File: src/rtl/alarm_clock_pkg.sv
// Shared alarm-clock constants: the "no key" code, the 4x3 keypad map and the column scan states.
package alarm_clock_pkg;

  localparam logic [3:0]  NOKEY    = 4'hA;
  localparam int unsigned NUM_COLS = 3;
  localparam int unsigned NUM_ROWS = 4;

  // Indexed [row][col]; '*' and '#' decode as NOKEY so they can never raise a strobe.
  localparam logic [3:0][2:0][3:0] KEY_MAP = {
    {4'hA, 4'h0, 4'hA},
    {4'h9, 4'h8, 4'h7},
    {4'h6, 4'h5, 4'h4},
    {4'h3, 4'h2, 4'h1}
  };

  typedef enum logic [1:0] {
    StCol0 = 2'd0,
    StCol1 = 2'd1,
    StCol2 = 2'd2
  } col_e;

  function automatic logic [3:0] key_lookup(input logic [1:0] row, input logic [1:0] col);
    logic [3:0] code;
    code = NOKEY;
    if ({30'd0, col} < NUM_COLS) begin
      code = KEY_MAP[row][col];
    end
    return code;
  endfunction

endpackage

File: src/rtl/btn_debounce.sv
// Push-button conditioner: two-flop synchroniser followed by a stability counter that only lets
// a level through after it has differed from the output for BTN_DEBOUNCE consecutive cycles.
module btn_debounce #(
  parameter int unsigned BTN_DEBOUNCE = 64
) (
  input  logic clk_i,
  input  logic rst_ni,
  input  logic btn_i,
  output logic btn_o
);

  localparam int unsigned     CntW    = (BTN_DEBOUNCE > 2) ? $clog2(BTN_DEBOUNCE) : 1;
  localparam logic [CntW-1:0] CntLast = CntW'(BTN_DEBOUNCE - 1);

  logic            meta_q;
  logic            sync_q;
  logic            level_q;
  logic            level_d;
  logic [CntW-1:0] cnt_q;
  logic [CntW-1:0] cnt_d;

  always_comb begin
    level_d = level_q;
    cnt_d   = '0;
    if (sync_q != level_q) begin
      if (cnt_q == CntLast) begin
        level_d = sync_q;
      end else begin
        cnt_d = cnt_q + CntW'(1);
      end
    end
  end

  always_ff @(posedge clk_i or negedge rst_ni) begin
    if (!rst_ni) begin
      meta_q  <= 1'b0;
      sync_q  <= 1'b0;
      level_q <= 1'b0;
      cnt_q   <= '0;
    end else begin
      meta_q  <= btn_i;
      sync_q  <= meta_q;
      level_q <= level_d;
      cnt_q   <= cnt_d;
    end
  end

  assign btn_o = level_q;

endmodule

File: src/rtl/alarm_keypad_scanner.sv
// Alarm-clock input stage: scans a 4x3 keypad one column at a time, debounces the decoded key
// over whole scan frames, and conditions the time-set and alarm-set buttons.
module alarm_keypad_scanner
  import alarm_clock_pkg::*;
#(
  parameter int unsigned SCAN_DIV        = 16,
  parameter int unsigned DEBOUNCE_FRAMES = 4,
  parameter int unsigned BTN_DEBOUNCE    = 64
) (
  input  logic       clock,
  input  logic       reset,
  input  logic [3:0] row_sense,
  output logic [2:0] col_drive,
  input  logic       time_button_raw,
  input  logic       alarm_button_raw,
  output logic [3:0] key,
  output logic       key_strobe,
  output logic       time_button,
  output logic       alarm_button
);

  localparam int unsigned       DwellW    = $clog2(SCAN_DIV);
  localparam int unsigned       StbW      = $clog2(DEBOUNCE_FRAMES + 1);
  localparam logic [DwellW-1:0] DwellLast = DwellW'(SCAN_DIV - 1);
  localparam logic [StbW-1:0]   StbFull   = StbW'(DEBOUNCE_FRAMES);

  logic [3:0]        row_meta_q;
  logic [3:0]        row_sync_q;
  col_e              col_q;
  col_e              col_d;
  logic [DwellW-1:0] dwell_q;
  logic [DwellW-1:0] dwell_d;
  logic [1:0]        hits_q;
  logic [1:0]        hits_d;
  logic [3:0]        code_q;
  logic [3:0]        code_d;
  logic [StbW-1:0]   stable_q;
  logic [StbW-1:0]   stable_d;
  logic [3:0]        prev_code_q;
  logic [3:0]        prev_code_d;
  logic [3:0]        key_q;
  logic [3:0]        key_d;
  logic              strobe_q;
  logic              strobe_d;

  logic              sample;
  logic              frame_close;
  logic [3:0]        row_act;
  logic [2:0]        col_hits;
  logic [1:0]        hit_row;
  logic [1:0]        base_hits;
  logic [3:0]        base_code;
  logic [2:0]        sum_hits;
  logic [1:0]        acc_hits;
  logic [3:0]        acc_code;
  logic [3:0]        frame_code;

  always_ff @(posedge clock or negedge reset) begin
    if (!reset) begin
      row_meta_q <= '0;
      row_sync_q <= '0;
    end else begin
      row_meta_q <= row_sense;
      row_sync_q <= row_meta_q;
    end
  end

  // Column scan: rows are only looked at on the last dwell cycle, once the synchroniser settled.
  always_comb begin
    sample      = (dwell_q == DwellLast);
    frame_close = sample && (col_q == StCol2);
    dwell_d     = sample ? '0 : dwell_q + DwellW'(1);
    col_d       = col_q;
    if (sample) begin
      unique case (col_q)
        StCol0:  col_d = StCol1;
        StCol1:  col_d = StCol2;
        default: col_d = StCol0;
      endcase
    end
  end

  assign col_drive = ~(3'b001 << col_q);

  // Frame accumulator: hit count saturates at 2, anything above one hit is a ghost or multi-press.
  always_comb begin
    row_act  = ~row_sync_q;
    col_hits = '0;
    hit_row  = '0;
    for (int unsigned r = 0; r < NUM_ROWS; r++) begin
      if (row_act[r]) begin
        col_hits = col_hits + 3'd1;
        hit_row  = 2'(r);
      end
    end
    base_hits  = (col_q == StCol0) ? 2'd0 : hits_q;
    base_code  = (col_q == StCol0) ? NOKEY : code_q;
    sum_hits   = {1'b0, base_hits} + col_hits;
    acc_hits   = (sum_hits >= 3'd2) ? 2'd2 : sum_hits[1:0];
    acc_code   = (col_hits == 3'd1) ? key_lookup(hit_row, col_q) : base_code;
    frame_code = (acc_hits == 2'd1) ? acc_code : NOKEY;
    hits_d     = sample ? acc_hits : hits_q;
    code_d     = sample ? acc_code : code_q;
  end

  // Frame debounce: the key only moves once DEBOUNCE_FRAMES identical frames have been seen,
  // judged on the updated count so the change lands on the closing edge of that frame.
  always_comb begin
    stable_d    = stable_q;
    prev_code_d = prev_code_q;
    key_d       = key_q;
    strobe_d    = 1'b0;
    if (frame_close) begin
      if (frame_code == prev_code_q) begin
        if (stable_q != StbFull) begin
          stable_d = stable_q + StbW'(1);
        end
      end else begin
        stable_d    = StbW'(1);
        prev_code_d = frame_code;
      end
      if ((stable_d == StbFull) && (frame_code != key_q)) begin
        key_d    = frame_code;
        strobe_d = (frame_code != NOKEY);
      end
    end
  end

  always_ff @(posedge clock or negedge reset) begin
    if (!reset) begin
      col_q       <= StCol0;
      dwell_q     <= '0;
      hits_q      <= '0;
      code_q      <= '0;
      stable_q    <= '0;
      prev_code_q <= NOKEY;
      key_q       <= NOKEY;
      strobe_q    <= 1'b0;
    end else begin
      col_q       <= col_d;
      dwell_q     <= dwell_d;
      hits_q      <= hits_d;
      code_q      <= code_d;
      stable_q    <= stable_d;
      prev_code_q <= prev_code_d;
      key_q       <= key_d;
      strobe_q    <= strobe_d;
    end
  end

  assign key        = key_q;
  assign key_strobe = strobe_q;

  btn_debounce #(
    .BTN_DEBOUNCE(BTN_DEBOUNCE)
  ) u_time_btn (
    .clk_i (clock),
    .rst_ni(reset),
    .btn_i (time_button_raw),
    .btn_o (time_button)
  );

  btn_debounce #(
    .BTN_DEBOUNCE(BTN_DEBOUNCE)
  ) u_alarm_btn (
    .clk_i (clock),
    .rst_ni(reset),
    .btn_i (alarm_button_raw),
    .btn_o (alarm_button)
  );

endmodule

File: config.mk
export PLATFORM = sky130hd
export DESIGN_NAME = alarm_keypad_scanner
export DESIGN_NICKNAME = d
export VERILOG_FILES = /design/src/rtl/alarm_clock_pkg.sv /design/src/rtl/btn_debounce.sv /design/src/rtl/alarm_keypad_scanner.sv
export SDC_FILE = /design/constraint.sdc
export NUM_CORES = 1
export LEC_CHECK = 0
export ABC_CLOCK_PERIOD_IN_PS = 9100
export BUFFER_PORTS_ARGS = -buffer_cell sky130_fd_sc_hd__buf_2
export CAP_MARGIN = 40
export CORE_ASPECT_RATIO = 0.5
export CORE_MARGIN = 8
export CORE_UTILIZATION = 45
export CTS_CLUSTER_DIAMETER = 50
export CTS_CLUSTER_SIZE = 8
export DETAILED_ROUTE_END_ITERATION = 8
export PLACE_DENSITY_LB_ADDON = 0.3
export SKIP_LAST_GASP = 1
export SYNTH_ARGS = -nofsm -noshare
export SYNTH_HDL_FRONTEND = slang
export SYNTH_SLANG_ARGS = --single-unit
File: constraint.sdc
create_clock -name clock -period 9.1 [get_ports clock]
set_clock_uncertainty 0.05 [all_clocks]
set_input_delay 0.91 -clock clock [delete_from_list [all_inputs] [get_ports clock]]
set_output_delay 0.91 -clock clock [all_outputs]
set_load 0.02 [all_outputs]
== Word-level counts from Yosys, hierarchy flattened ==
Index checks and enable logic that the tools add are counted.
Widths: inputs -> output; s select.

* Bits in registers: 50
* Bits in latches: 0
* RAM bits: 0
* ROM bits: 0
* Bits of input ports: 8
* Output and inout bits: 10
* Logic and storage cells: 83
* Memories kept: 0

* Add/subtract/negate cells: 8
* Multiply operators: 0
* Div/mod/pow operators: 0
* Magnitude comparators: 4
* Eq/ne operators: 14
* Shift-type cells: 1
* Muxes and demuxes: 28
* Bitwise logic cells: 3
* Reduce and logical (&&, ||, !) cells: 7

{| class="wikitable"
|+ Operators by type and width
! operator !! count
|-
| $bmux 12 s2 || 1
|-
| $mux 4 || 6
|-
| $mux 6 || 4
|-
| $mux 3 || 6
|-
| $add 3x1->3 const B || 4
|-
| $add 6x1->6 const B || 2
|-
| $eq 6x6->1 const B || 2
|-
| $mux 12 || 1
|-
| $bmux 4 s2 || 1
|-
| $mux 2 || 4
|-
| $reduce_and 2->1 || 4
|-
| $lt 2x3->1 const B || 2
|-
| $add 4x1->4 const B || 1
|-
| $eq 2x1->1 const B || 2
|-
| $eq 4x4->1 || 1
|-
| $eq 4x4->1 const B || 1
|-
| $mux 1 || 4
|-
| $ne 4x4->1 || 1
|-
| $ne 4x4->1 const B || 1
|-
| $not 4->4 || 1
|-
| $pmux 2 s2 || 1
|-
| $add 2x3->3 || 1
|-
| $eq 3x1->1 const B || 1
|-
| $eq 3x3->1 const B || 1
|-
| 10 further kinds || 12
|}

== Depth between registers and ports, before layout ==
Gate-level depths: netlist of the first run.

* Depth in word-level cells: 20
* Depth in mapped cells: 16
* Gate-level depth less buffers: 14

== Cells and area by module ==
From an unflattened synthesis of the first run, not the netlist that was laid out.

* Cell total of the unflattened synthesis: 276
* Area total of the unflattened synthesis: 2,816.5 µm²

{| class="wikitable"
|+ By module, submodules not included
! module !! instances !! cells an instance !! area each (µm²) !! seq. area each (µm²)
|-
| alarm_keypad_scanner || 1 || 214 || 2,078.2 || 805.8
|-
| btn_debounce || 2 || 31 || 369.1 || 225.2
|}

== Worst setup path before layout of the first run ==
OpenSTA, ideal clock, no wires.

* Path type: register to register
* From: reg row_sync_q[0]
* To: reg key_q[0] (netlist: key[0])
* Setup time: 125 ps
* Data arrival time: 3,404 ps
* Data required time: 8,925 ps
* Path slack: 5,521 ps
* Cell stages (with the launch flop): 17
* Path buffers: 2
* Period minus slack after synthesis: 3,579 ps
* Cells stage by stage: dfrtp_1 > inv_1 > ha_1 > buf_6 > xnor2_1 > xnor2_1 > ha_1 > inv_1 > fa_1 > nand3_1 > mux2_4 > buf_6 > nor3b_2 > nand3_1 > a32oi_2 > o211a_4 > mux2_4

* Word-level cells in the longest chain between the ends: 19
* Elaborated cells between the ends (all ways): 22
* Those cells by class: add/sub (4); order compare (1); eq/ne (5); mux (9); bitwise (1); reduce/logical (2)

{| class="wikitable"
|+ RTL lines
! element !! line !! text
|-
| start, declared || alarm_keypad_scanner.sv:28 || <nowiki>logic [3:0] row_sync_q;</nowiki>
|-
| start signal, assigned || alarm_keypad_scanner.sv:64 || <nowiki>row_sync_q <= row_meta_q;</nowiki>
|-
| $not 4->4 (*) || alarm_keypad_scanner.sv:87 || <nowiki>row_act = ~row_sync_q;</nowiki>
|-
| $mux 1 (*) || alarm_keypad_scanner.sv:91 || <nowiki>if (row_act[r]) begin</nowiki>
|-
| $add 3x1->3 || alarm_keypad_scanner.sv:92 || <nowiki>col_hits = col_hits + 3'd1;</nowiki>
|-
| $mux 3 (*) || alarm_keypad_scanner.sv:91 ||
|-
| $add 3x1->3 || alarm_keypad_scanner.sv:92 ||
|-
| $mux 3 (*) || alarm_keypad_scanner.sv:91 ||
|-
| $add 3x1->3 || alarm_keypad_scanner.sv:92 ||
|-
| $mux 3 (*) || alarm_keypad_scanner.sv:91 ||
|-
| (+3 left out) || -- ||
|-
| $eq 2x1->1 || alarm_keypad_scanner.sv:101 || <nowiki>frame_code = (acc_hits == 2'd1) ? acc_code : NOKEY;</nowiki>
|-
| $mux 4 (*) || alarm_keypad_scanner.sv:101 ||
|-
| $eq 4x4->1 || alarm_keypad_scanner.sv:114 || <nowiki>if (frame_code == prev_code_q) begin</nowiki>
|-
| $mux 3 || alarm_keypad_scanner.sv:114 ||
|-
| $mux 3 || alarm_keypad_scanner.sv:113 || <nowiki>if (frame_close) begin</nowiki>
|-
| $eq 3x3->1 || alarm_keypad_scanner.sv:122 || <nowiki>if ((stable_d == StbFull) && (frame_code != key_q)) begin</nowiki>
|-
| $logic_and 1x1->1 || alarm_keypad_scanner.sv:122 ||
|-
| $reduce_and 2->1 (no source line) || -- ||
|-
| end signal, assigned || alarm_keypad_scanner.sv:146 || <nowiki>key_q <= key_d;</nowiki>
|-
| end, declared || alarm_keypad_scanner.sv:41 || <nowiki>logic [3:0] key_q;</nowiki>
|}

Every way passes the cells marked *; elsewhere a longest branch is shown, timed or not. The select of a mux whose other input is x is not followed.
A chain may end at the register's enable or synchronous reset.

== Final worst setup path of the first run ==
* From: reg row_sync_q[1]
* To: reg key_q[2] (netlist: key[2])

* Word-level cells in the longest chain between the ends: 17
* Elaborated cells between the ends (all ways): 28
* Those cells by class: add/sub (3); order compare (1); eq/ne (5); mux (16); bitwise (1); reduce/logical (2)

{| class="wikitable"
|+ RTL lines
! element !! line
|-
| $not 4->4 (*) || alarm_keypad_scanner.sv:87
|-
| $mux 3 or $mux 1 (tied branches) || alarm_keypad_scanner.sv:91
|-
| $add 3x1->3 or $mux 2 (tied branches) || alarm_keypad_scanner.sv:92, alarm_keypad_scanner.sv:91
|-
| $mux 3 or $mux 2 (tied branches) || alarm_keypad_scanner.sv:91
|-
| $add 3x1->3 or $bmux 12 s2 (tied branches) || alarm_keypad_scanner.sv:92, alarm_clock_pkg.sv:26
|-
| $mux 3 or $mux 12 (tied branches) || alarm_keypad_scanner.sv:91, alarm_clock_pkg.sv:26
|-
| $add 2x3->3 or $bmux 4 s2 (tied branches) || alarm_keypad_scanner.sv:98, alarm_clock_pkg.sv:26
|-
| $ge 3x2->1 or $mux 4 (tied branches) || alarm_keypad_scanner.sv:99, alarm_clock_pkg.sv:26
|-
| $mux 2 or $mux 4 (tied branches) || alarm_keypad_scanner.sv:99, alarm_clock_pkg.sv:25
|-
| $eq 2x1->1 or $mux 4 (tied branches) || alarm_keypad_scanner.sv:101, alarm_keypad_scanner.sv:100
|-
| $mux 4 (*) || alarm_keypad_scanner.sv:101
|-
| $eq 4x4->1 || alarm_keypad_scanner.sv:114
|-
| $mux 3 || alarm_keypad_scanner.sv:114
|-
| $mux 3 || alarm_keypad_scanner.sv:113
|-
| $eq 3x3->1 || alarm_keypad_scanner.sv:122
|-
| $logic_and 1x1->1 || alarm_keypad_scanner.sv:122
|-
| $reduce_and 2->1 (no source line) || --
|}

Marked as above.

==> flow_metrics.env, run 1 <==
export IMPL_synthSimpleGateAreaFrac_pct=19.5
export IMPL_netlist_area_leader_share_pct=39.7
export IMPL_multiInputGateArea_um2=1540
export IMPL_max_clock_freq_ghz=0.244
export IMPL_cts_buffers_inserted=5
export IMPL_p_per_area_nw_per_um2=160
export IMPL_post_cts_buffers=0
export IMPL_hold_buffers=0
export IMPL_synth_nets=295
export IMPL_grtUsageMet3_pct=2.55
export IMPL_io_pins=18
export IMPL_finalSetupTns_ps=0
export IMPL_synth_xor_area_share_pct=5.44
export IMPL_max_vdd_ir_drop_mv=0.0776
export IMPL_antenna_cells=0
export IMPL_synth_avg_cell_area_um2=10.7
export IMPL_drive_gt1_share_pct=18.6
export IMPL_rrSetupSlack_ps=4990
export IMPL_antenna_left=0
export IMPL_nNetsFinal=312
export IMPL_drcViolationCount=0
export IMPL_die_h_um=72.8
export IMPL_final_hold_viol_count=0
export IMPL_syn_area_um2=2900
export IMPL_async_reset_ff_share_pct=100
export IMPL_slew_headroom_pct=62.2
export IMPL_nFillCells=579
export IMPL_ys_flop_type="dfrtp_1"
export IMPL_die_w_um=130
export IMPL_area_growth_pct=11.0
export IMPL_netlist_instances=272
export IMPL_vias=2034
export IMPL_drt_first_iter_violations=115
export IMPL_clk_pin_slew_ps=60
export IMPL_grt_overflow_total=0
export IMPL_path_class="flop to flop"
export IMPL_h_tree_depth=2
export IMPL_grt_start_max_net_pins=27
export IMPL_max_cap_violations=0
export IMPL_synth_edf_count=0
export IMPL_grt_pass1_wl_mm=8.88
export IMPL_worst_ep_arrival_time_ps=4220
export IMPL_synth_cell_type_count=64
export IMPL_p_leak_nw=1.39
export IMPL_final_core_util_pct=52.3
export IMPL_synth_area_top_cells="dfrtp_1, ha_1, dfstp_2"
export IMPL_cts_tree="built"
export IMPL_cts_sinks=50
export IMPL_cts_root_buf="clkbuf_16"
export IMPL_fin_crit_ps=4110
export IMPL_synth_yosys_seq_area_share_pct=43.3
export IMPL_antenna_found_initial=0
export IMPL_cts_resized_gates=0
export IMPL_yosys_mux_area_fraction_pct=5.61
export IMPL_yosysWarnings=0
export IMPL_core_area_um2=6160
export IMPL_slew_viol_final=0
export IMPL_start_util_pct=47.1
export IMPL_power_mw=0.516
export IMPL_end_kind="flop"
export IMPL_die_area_um2=9420
export IMPL_drt_total_wl_mm=5.22
export IMPL_cp_required_ps=9210
export IMPL_rsz0062_at_grt="false"
export IMPL_track_usage_pct=11.5
export IMPL_viasPerCell=5.38
export IMPL_gp_congestion=0.840
export IMPL_grt_util_met1_pct=14.4
export IMPL_setup_viol=0
export IMPL_top_usage_layer="met2"
export IMPL_worst_slew_pin_transition_ps=568
export IMPL_hold_ws_ps=300
export IMPL_netlist_top_cell_by_area="dfrtp_1"
export IMPL_num_rows=20
export IMPL_ys_ff_latch=50
export IMPL_synth_compound_area_share_pct=15.8
export IMPL_grt_use_met2_pct=19.8
export IMPL_synthAdderAreaFrac_pct=6.73
export IMPL_dpl_hpwl_mm=3.96
export IMPL_seq_area_um2=1260
export IMPL_port_buffers=17
export IMPL_min_path_type="flop to flop"
export IMPL_first_global_vias=1993
export IMPL_start_kind="flop"
export IMPL_wire_per_inst_um=13.8
export IMPL_crit_fanout=13
export IMPL_clock_latency_ps=280
export IMPL_synth_top_family_by_area="simple AND/OR/NAND/NOR gates"
export IMPL_dr_pass1_iters=4
export IMPL_clock_path_buffers=2
export IMPL_outcome="completed"
export IMPL_post_route_period_util_pct=45.1
[where the power goes]
| part | switching (mW) | total, mW | internal (mW) |
|---|---|---|---|
| registers | 0.0113 | 0.248 | 0.237 |
| clock network | 0.0755 | 0.205 | 0.130 |
| logic | 0.0360 | 0.0632 | 0.0272 |
[critical path, stage by stage, from the launching register on]
cell	delay, ps
dfrtp_1	390
inv_1	70
ha_1	550
xnor2_1	190
xnor2_1	150
ha_1	160
inv_1	40
fa_1	520
nand3_1	80
mux2_4	340
a21oi_1	300
o211ai_1	170
a32oi_2	370
o211a_4	280
mux2_4	310
[cells by family (layout without fill, tap and decap cells)]
family / count (synthesis) / in the layout
DFF: 50 / 50
buffers and inverters: 20 / 38
AOI/OAI and AO/OA: 58 / 58
muxes: 13 / 13
xor gates and xnor gates: 18 / 18
adders and majority gates: 15 / 15
and+or+nand+nor: 98 / 98
[registers in the layout (all words and copies together), names as in the netlist]
register / count
u_alarm_btn.meta_q: 1
u_alarm_btn.btn_o: 1
hits_q: 2
row_meta_q: 4
code_q: 4
u_time_btn.sync_q: 1
key_strobe: 1
col_q: 2
key: 4
u_time_btn.btn_o: 1
u_alarm_btn.cnt_q: 6
row_sync_q: 4
u_time_btn.meta_q: 1
u_alarm_btn.sync_q: 1
stable_q: 3
u_time_btn.cnt_q: 6
dwell_q: 4
prev_code_q: 4
[path summary, 6_finish.rpt]
check	start	endpoint	cells after the start
max	row_sync_q[1]	key[2]	14
min	u_alarm_btn.meta_q	u_alarm_btn.sync_q	0
max reg2reg	row_sync_q[1]	key[2]	14
min reg2reg	u_alarm_btn.meta_q	u_alarm_btn.sync_q	0
max in group asynchronous	reset	key[2]	2
min in group asynchronous	reset	u_alarm_btn.meta_q	1
[cells in the final DEF (no fill, tap or decap), types with 4 or more instances in the layout]
cell type and count:
clkbuf_16 5, nand2_1 15, nor2_1 24, a21oi_1 12, dfrtp_1 46, inv_1 12
mux2_1 4, dfstp_2 4, xnor2_1 10, o211ai_1 5, nor2b_1 5, and2_1 5
nand3_1 14, buf_2 17, and3_1 5, nand2b_1 5, ha_1 14, xor2_1 8
mux2_4 5, nand3b_1 6, o21ai_0 11
[per-stage QoR]
step                      instance area (um^2)  worst slack, ps  instances
after floorplan                           2900             5520        272
after global placement                    3030             5190        369
after detailed placement                  3050             5060        370
after CTS                                 3220             5000        378
after global routing                      3220             4770        378
final                                     3220             4990        378
[metal layers]
layer  vias up  wire length (um)
li1        998                 -
met1      1001              2530
met2        31              2490
met3         4               164
met4         0                29
met5         -                 0
[final cells by class]
cell class / count / area share (%)
multi-input cells: 202 / 47.7
flip-flops and latches: 50 / 39.0
clock buffers: 6 / 4.00
well taps: 88 / 3.42
repair buffers: 18 / 3.26
inverters: 12 / 1.40
clock inverters: 2 / 1.17
[synthesized netlist by cell type (2+ instances only)]
cell and count:
mux2_1 4, nor3_1 2, mux2_2 2, or2_2 2, buf_6 4, nand3_1 14, nand4_1 2, nor2_2 3
o31a_1 3, xnor2_1 10, nand2b_1 5, xor2_1 8, a21oi_1 12, and2_1 5, nand3b_1 6, a31oi_1 3
and3_1 5, nand2_1 15, inv_1 12, nor2_1 24, dfrtp_1 46, nor2b_1 5, dfstp_2 4, mux2_4 5
o21ai_0 11, ha_1 14, mux2i_1 2, a21o_1 2, clkbuf_1 3, o211ai_1 5
Power figures use the tool's default switching activity.
==> run 2: changes to the inputs <==
Settings changed: ABC_AREA set to 1, ABC_CLOCK_PERIOD_IN_PS 9100 to 3900.
Clock period 9.1 ns to 3.9 ns, I/O delays scaled along.
==> run 2 against run 1 <==
Cell count grew 17%. Utilization increased by 1.1 points. Global-route usage increased by 0.88 points. First-iteration DRC count is 23% lower. Synthesized cell count grew 22%. Register-to-register slack got worse by 4500 ps. Hold slack worse by 140 ps. Critical endpoint is now key[0].
==> flow_metrics.env, run 2 <==
export IMPL_outcome="completed"
export IMPL_p_leak_nw=1.67
export IMPL_netlist_area_leader_share_pct=39.5
export IMPL_cts_resized_gates=0
export IMPL_top_regs="u_alarm_btn.cnt_q x6, u_time_btn.cnt_q x6"
export IMPL_max_vdd_ir_drop_mv=0.268
export IMPL_gp_congestion=0.921
export IMPL_antenna_cells=0
export IMPL_cts_buffers_inserted=5
export IMPL_vias=2138
export IMPL_power_mw=1.26
export IMPL_synth_area_top_cells="dfrtp_1, nand2_1, ha_1"
export IMPL_first_global_vias=2101
export IMPL_area_growth_pct=12.8
export IMPL_ys_flop_type="dfrtp_1"
export IMPL_post_route_period_util_pct=86.8
export IMPL_die_w_um=130
export IMPL_io_pins=18
export IMPL_slew_headroom_pct=72.1
export IMPL_finalWorstSetupSlack_ps=513
export IMPL_viasPerCell=4.82
export IMPL_port_buffers=17
export IMPL_async_reset_ff_share_pct=100
export IMPL_crit_path_cell_trace="inv_1 > ha_1 > nand2_4 > nand2_2 > nand2_2 > nand2_4 > inv_1 > ha_1 > inv_1 > fa_1 > nand3_4 > nor2_8 > nand2_2 > nand2_1 > nand2_2 > nor2_4 > nand2_4 > nor2_8 > nand3_2 > nand2_1 > nand2_1"
export IMPL_worst_ep_arrival_time_ps=3520
export IMPL_wire_per_inst_um=11.7
export IMPL_start_util_pct=47.3
export IMPL_drt_total_wl_mm=5.21
export IMPL_place_ws_ps=501
export IMPL_synth_nets=354
export IMPL_fin_crit_ps=3390
export IMPL_ys_ff_latch=50
export IMPL_clock_path_buffers=2
export IMPL_cts_tree="built"
export IMPL_dr_pass1_iters=4
export IMPL_dpl_hpwl_mm=4.11
export IMPL_die_h_um=72.9
export IMPL_drive_gt1_share_pct=24.4
export IMPL_synth_most_common_cell="nand2_1"
export IMPL_worst_slew_pin_transition_ps=417
export IMPL_cpMostUsedCell="nand2_2"
export IMPL_cp_slowest_cell="fa_1"
export IMPL_antenna_left=0
export IMPL_grt_pass1_wl_mm=9.37
export IMPL_h_tree_depth=2
export IMPL_finalSetupTns_ps=0
export IMPL_drt_first_iter_violations=88
export IMPL_synth_cell_type_count=34
export IMPL_layout_commonest_cell="nand2_1"
export IMPL_synth_avg_cell_area_um2=8.80
export IMPL_max_cap_violations=0
export IMPL_setup_viol=0
export IMPL_hold_buffers=1
export IMPL_start_kind="flop"
export IMPL_clock_latency_ps=290
export IMPL_post_cts_buffers=0
export IMPL_slowest_delay_ps=520
export IMPL_path_class="flop to flop"
export IMPL_ys_top_cells_by_count="nand2_1, dfrtp_1, inv_1"
export IMPL_nNetsFinal=378
export IMPL_cts_root_buf="clkbuf_16"
export IMPL_cts_sinks=50
export IMPL_clk_pin_slew_ps=70
export IMPL_grt_overflow_total=0
export IMPL_p_per_area_nw_per_um2=382
export IMPL_mostFrequentLayoutCells="nand2_1, dfrtp_1, inv_1"
export IMPL_grt_start_max_net_pins=35
export IMPL_crit_fanout=15
export IMPL_slew_viol_final=0
export IMPL_drcViolationCount=0
export IMPL_synth_yosys_seq_area_share_pct=43.1
export IMPL_end_kind="flop"
export IMPL_netlist_top_cell_by_area="dfrtp_1"
export IMPL_yosysWarnings=0
export IMPL_synth_edf_count=0
export IMPL_track_usage_pct=12.4
export IMPL_antenna_found_initial=0
export IMPL_netlist_instances=331
export IMPL_rsz0062_at_grt="false"
export IMPL_cp_required_ps=4030
export IMPL_die_area_um2=9460
export IMPL_final_hold_viol_count=0
export IMPL_syn_area_um2=2910
export IMPL_min_path_type="input port to flop"
export IMPL_core_area_um2=6160
export IMPL_max_clock_freq_ghz=0.295
export IMPL_num_rows=20
[run 2: per-layer routing]
layer	share of wire [%]	global-route usage, %	vias up
li1	-	-	1081
met1	45	14.3	1013
met2	49	21.8	31
met3	3.3	2.84	13
met4	2.3	5.48	0
met5	0	0	-
[run 2: stage by stage]
stage                     hold slack, ps  utilization [%]  area (um^2)  cells
final                                157             53.4         3280    444
after global routing                 143             53.4         3280    444
after CTS                            153             53.4         3280    444
after detailed placement             287             50.5         3110    435
after global placement               283             50.2         3090    434
after floorplan                     44.4                -         2910    331
[run 2: worst paths after layout]
check,startpoint,slack [ps],cells after the start,to
setup / recovery,row_sync_q[0],510,21,key[0]
hold / removal,time_button_raw,160,1,u_time_btn.meta_q
setup reg to reg,row_sync_q[0],510,21,key[0]
hold reg to reg,row_meta_q[3],300,0,row_sync_q[3]
max in group asynchronous,reset,2710,3,prev_code_q[3]
min in group asynchronous,reset,510,2,u_time_btn.meta_q
[run 2: area by class of cell]
type | count | area [um^2]
Clock buffer | 6 | 129
Timing Repair Buffer | 20 | 123
Fill cell | 557 | 2870
Inverter | 48 | 180
Sequential cell | 50 | 1260
Clock inverter | 2 | 37.5
Tap cell | 88 | 110
Multi-Input combinational cell | 230 | 1450
[run 2: kinds of logic after synthesis]
kind of cell,count (synthesis),synth area share (%)
and+or+nand+nor,174,33.7
buffers and inverters,51,7.09
DFF,50,43.1
AOI/OAI and AO/OA,30,5.63
adders and majority gates,15,6.70
xor gates and xnor gates,9,2.97
muxes,2,0.773
[run 2: worst max-delay path, delay by kind of cell, from the launching register on]
kind | cells | cell delay, ps
flip-flops | 1 | 390
adder cells (fa/ha/maj) | 3 | 1040
buffers and inverters | 3 | 170
AND/OR/NAND/NOR | 15 | 1630
[run 2: where the power goes]
part / internal (mW) / switching [mW]
sequential: 0.552 / 0.0198
combinational: 0.0706 / 0.130
clock: 0.303 / 0.180
==> run 3: changes to the inputs <==
Settings changed: PLACE_DENSITY set to 0.65, PLACE_DENSITY_LB_ADDON 0.3 to not set.
==> run 3 against run 2 <==
Count of clock-buffer cells in the layout up 1. Via count down 0.75%. Worst setup slack worse by 47 ps. Clock power up 2%. Critical path type unchanged. Global-route usage down 0.38 points. Highest routed layer unchanged. Die area unchanged.
==> flow_metrics.env, run 3 (synthesized netlist as in run 2, its figures left out) <==
export IMPL_cts_sinks=50
export IMPL_gp_congestion=0.890
export IMPL_min_path_type="input port to async pin"
export IMPL_viasPerCell=4.79
export IMPL_drt_first_iter_violations=114
export IMPL_r2r_start="row_sync_q[1]"
export IMPL_wire_per_inst_um=11.6
export IMPL_clk_pin_slew_ps=60
export IMPL_post_route_period_util_pct=88.1
export IMPL_cp_top_family="simple AND/OR/NAND/NOR gates"
export IMPL_cp_buffers_inverters=4
export IMPL_comb_power_share_pct=15.7
export IMPL_clock_path_buffers=2
export IMPL_dpl_hpwl_mm=4.07
export IMPL_cp_slowest_cell="fa_1"
export IMPL_first_global_vias=2181
export IMPL_switchingPower_mw=0.320
export IMPL_io_pins=18
export IMPL_cts_root_buf="clkbuf_16"
export IMPL_cp_required_ps=4020
export IMPL_die_h_um=72.9
export IMPL_cts_buffers_inserted=5
export IMPL_slew_viol_final=0
export IMPL_max_cap_violations=0
export IMPL_num_rows=20
export IMPL_setup_viol=0
export IMPL_clock_latency_ps=280
export IMPL_drt_total_wl_mm=5.12
export IMPL_max_vdd_ir_drop_mv=0.203
export IMPL_swShare_pct=25.3
export IMPL_top_regs="u_alarm_btn.cnt_q x6, u_time_btn.cnt_q x6"
export IMPL_end_kind="flop"
export IMPL_nNetsFinal=377
export IMPL_grt_start_max_net_pins=27
export IMPL_p_int_mw=0.942
export IMPL_cts_tree="built"
export IMPL_drive_gt1_share_pct=24.5
export IMPL_reg2reg_depth=22
export IMPL_worst_ep_arrival_time_ps=3550
export IMPL_layout_commonest_cell="nand2_1"
export IMPL_cts_resized_gates=0
export IMPL_p_clk_share_pct=39.0
export IMPL_die_area_um2=9460
export IMPL_grt_pass1_wl_mm=9.33
export IMPL_crit_path_cell_trace="inv_1 > ha_1 > inv_2 > nand2_2 > nand2_2 > nand2_2 > nand2_4 > inv_1 > ha_1 > inv_1 > fa_1 > nand3_4 > nor2_8 > nand2_2 > nand2_1 > nand2_2 > nor2_4 > nand2_4 > nor2_8 > nand3_2 > nand2_1 > nand2_1"
export IMPL_seqPwrFrac_pct=45.3
export IMPL_final_hold_viol_count=0
export IMPL_antenna_left=0
export IMPL_hold_buffers=0
export IMPL_core_area_um2=6160
export IMPL_start_util_pct=47.3
export IMPL_p_leak_nw=1.68
export IMPL_rrSetupSlack_ps=470
export IMPL_vias=2122
export IMPL_finalSetupTns_ps=0
export IMPL_start_kind="flop"
export IMPL_worst_slew_pin_transition_ps=573
export IMPL_mostFrequentLayoutCells="nand2_1, dfrtp_1, inv_1"
export IMPL_fin_crit_ps=3430
export IMPL_antenna_found_initial=0
export IMPL_slew_headroom_pct=61.8
export IMPL_p_per_area_nw_per_um2=385
export IMPL_crit_fanout=15
export IMPL_rsz0062_at_grt="false"
export IMPL_drcViolationCount=0
export IMPL_cpMostUsedCell="nand2_2"
export IMPL_die_w_um=130
export IMPL_antenna_cells=0
export IMPL_h_tree_depth=2
export IMPL_grt_overflow_total=0
export IMPL_post_cts_buffers=0
export IMPL_outcome="completed"
export IMPL_slowest_delay_ps=530
export IMPL_area_growth_pct=12.7
export IMPL_port_buffers=17
export IMPL_r2r_end="key[2]"
export IMPL_max_clock_freq_ghz=0.291
export IMPL_path_class="flop to flop"
export IMPL_final_core_util_pct=53.3
export IMPL_track_usage_pct=12.0
export IMPL_dr_pass1_iters=4
## run 3: changes by cell type in the layout (fill, tap and decap cells not counted)
cell           before  now
clkbuf_8            0    1
dlygate4sd3_1       1    0
clkinvlp_4          1    0
## run 3: metrics by stage
step	area [um^2]	worst slack, ps	hold slack, ps	cells	power (mW)
CTS	3280	447	68.2	443	1.28
finish	3280	465	50.9	443	1.26
global route	3280	161	92.9	443	1.33
detailed placement	3110	485	286	435	0.782
floorplan	2910	844	44.4	331	0.741
global placement	3090	620	282	434	0.772
## run 3: routing by layer
metal	GRT usage, %	part of all wire (%)	routed length, um
met5	0	0	0
met4	3.83	1.0	53
met3	2.62	2.4	124
met2	21.1	49	2540
met1	14.4	47	2410
## run 3: area by class of cell
cell class | count | area (um^2)
Tap cell | 88 | 110
Clock inverter | 1 | 30.0
Timing Repair Buffer | 19 | 113
Clock buffer | 7 | 143
Sequential cell | 50 | 1260
Multi-Input combinational cell | 230 | 1450
Fill cell | 565 | 2880
Inverter | 48 | 180
## run 3: worst max-delay path by stage
stage | startpoint | to | slack [ps] | cells past startpoint
floorplan | row_sync_q[1] | key[0] | 840 | 22
global placement | row_sync_q[1] | key[2] | 620 | 22
detailed placement | row_sync_q[1] | key[0] | 490 | 22
CTS | row_sync_q[1] | key[2] | 450 | 22
global route | row_sync_q[1] | key[0] | 160 | 22
finish | row_sync_q[1] | key[2] | 470 | 22
## run 3: power by group through the flow
stage	Sequential [mW]	Combinational [mW]	Clock (mW)
after floorplan	0.575	0.167	0
after global placement	0.580	0.192	0
after detailed placement	0.582	0.201	0
after CTS	0.573	0.202	0.506
after global routing	0.576	0.224	0.528
final	0.572	0.198	0.492
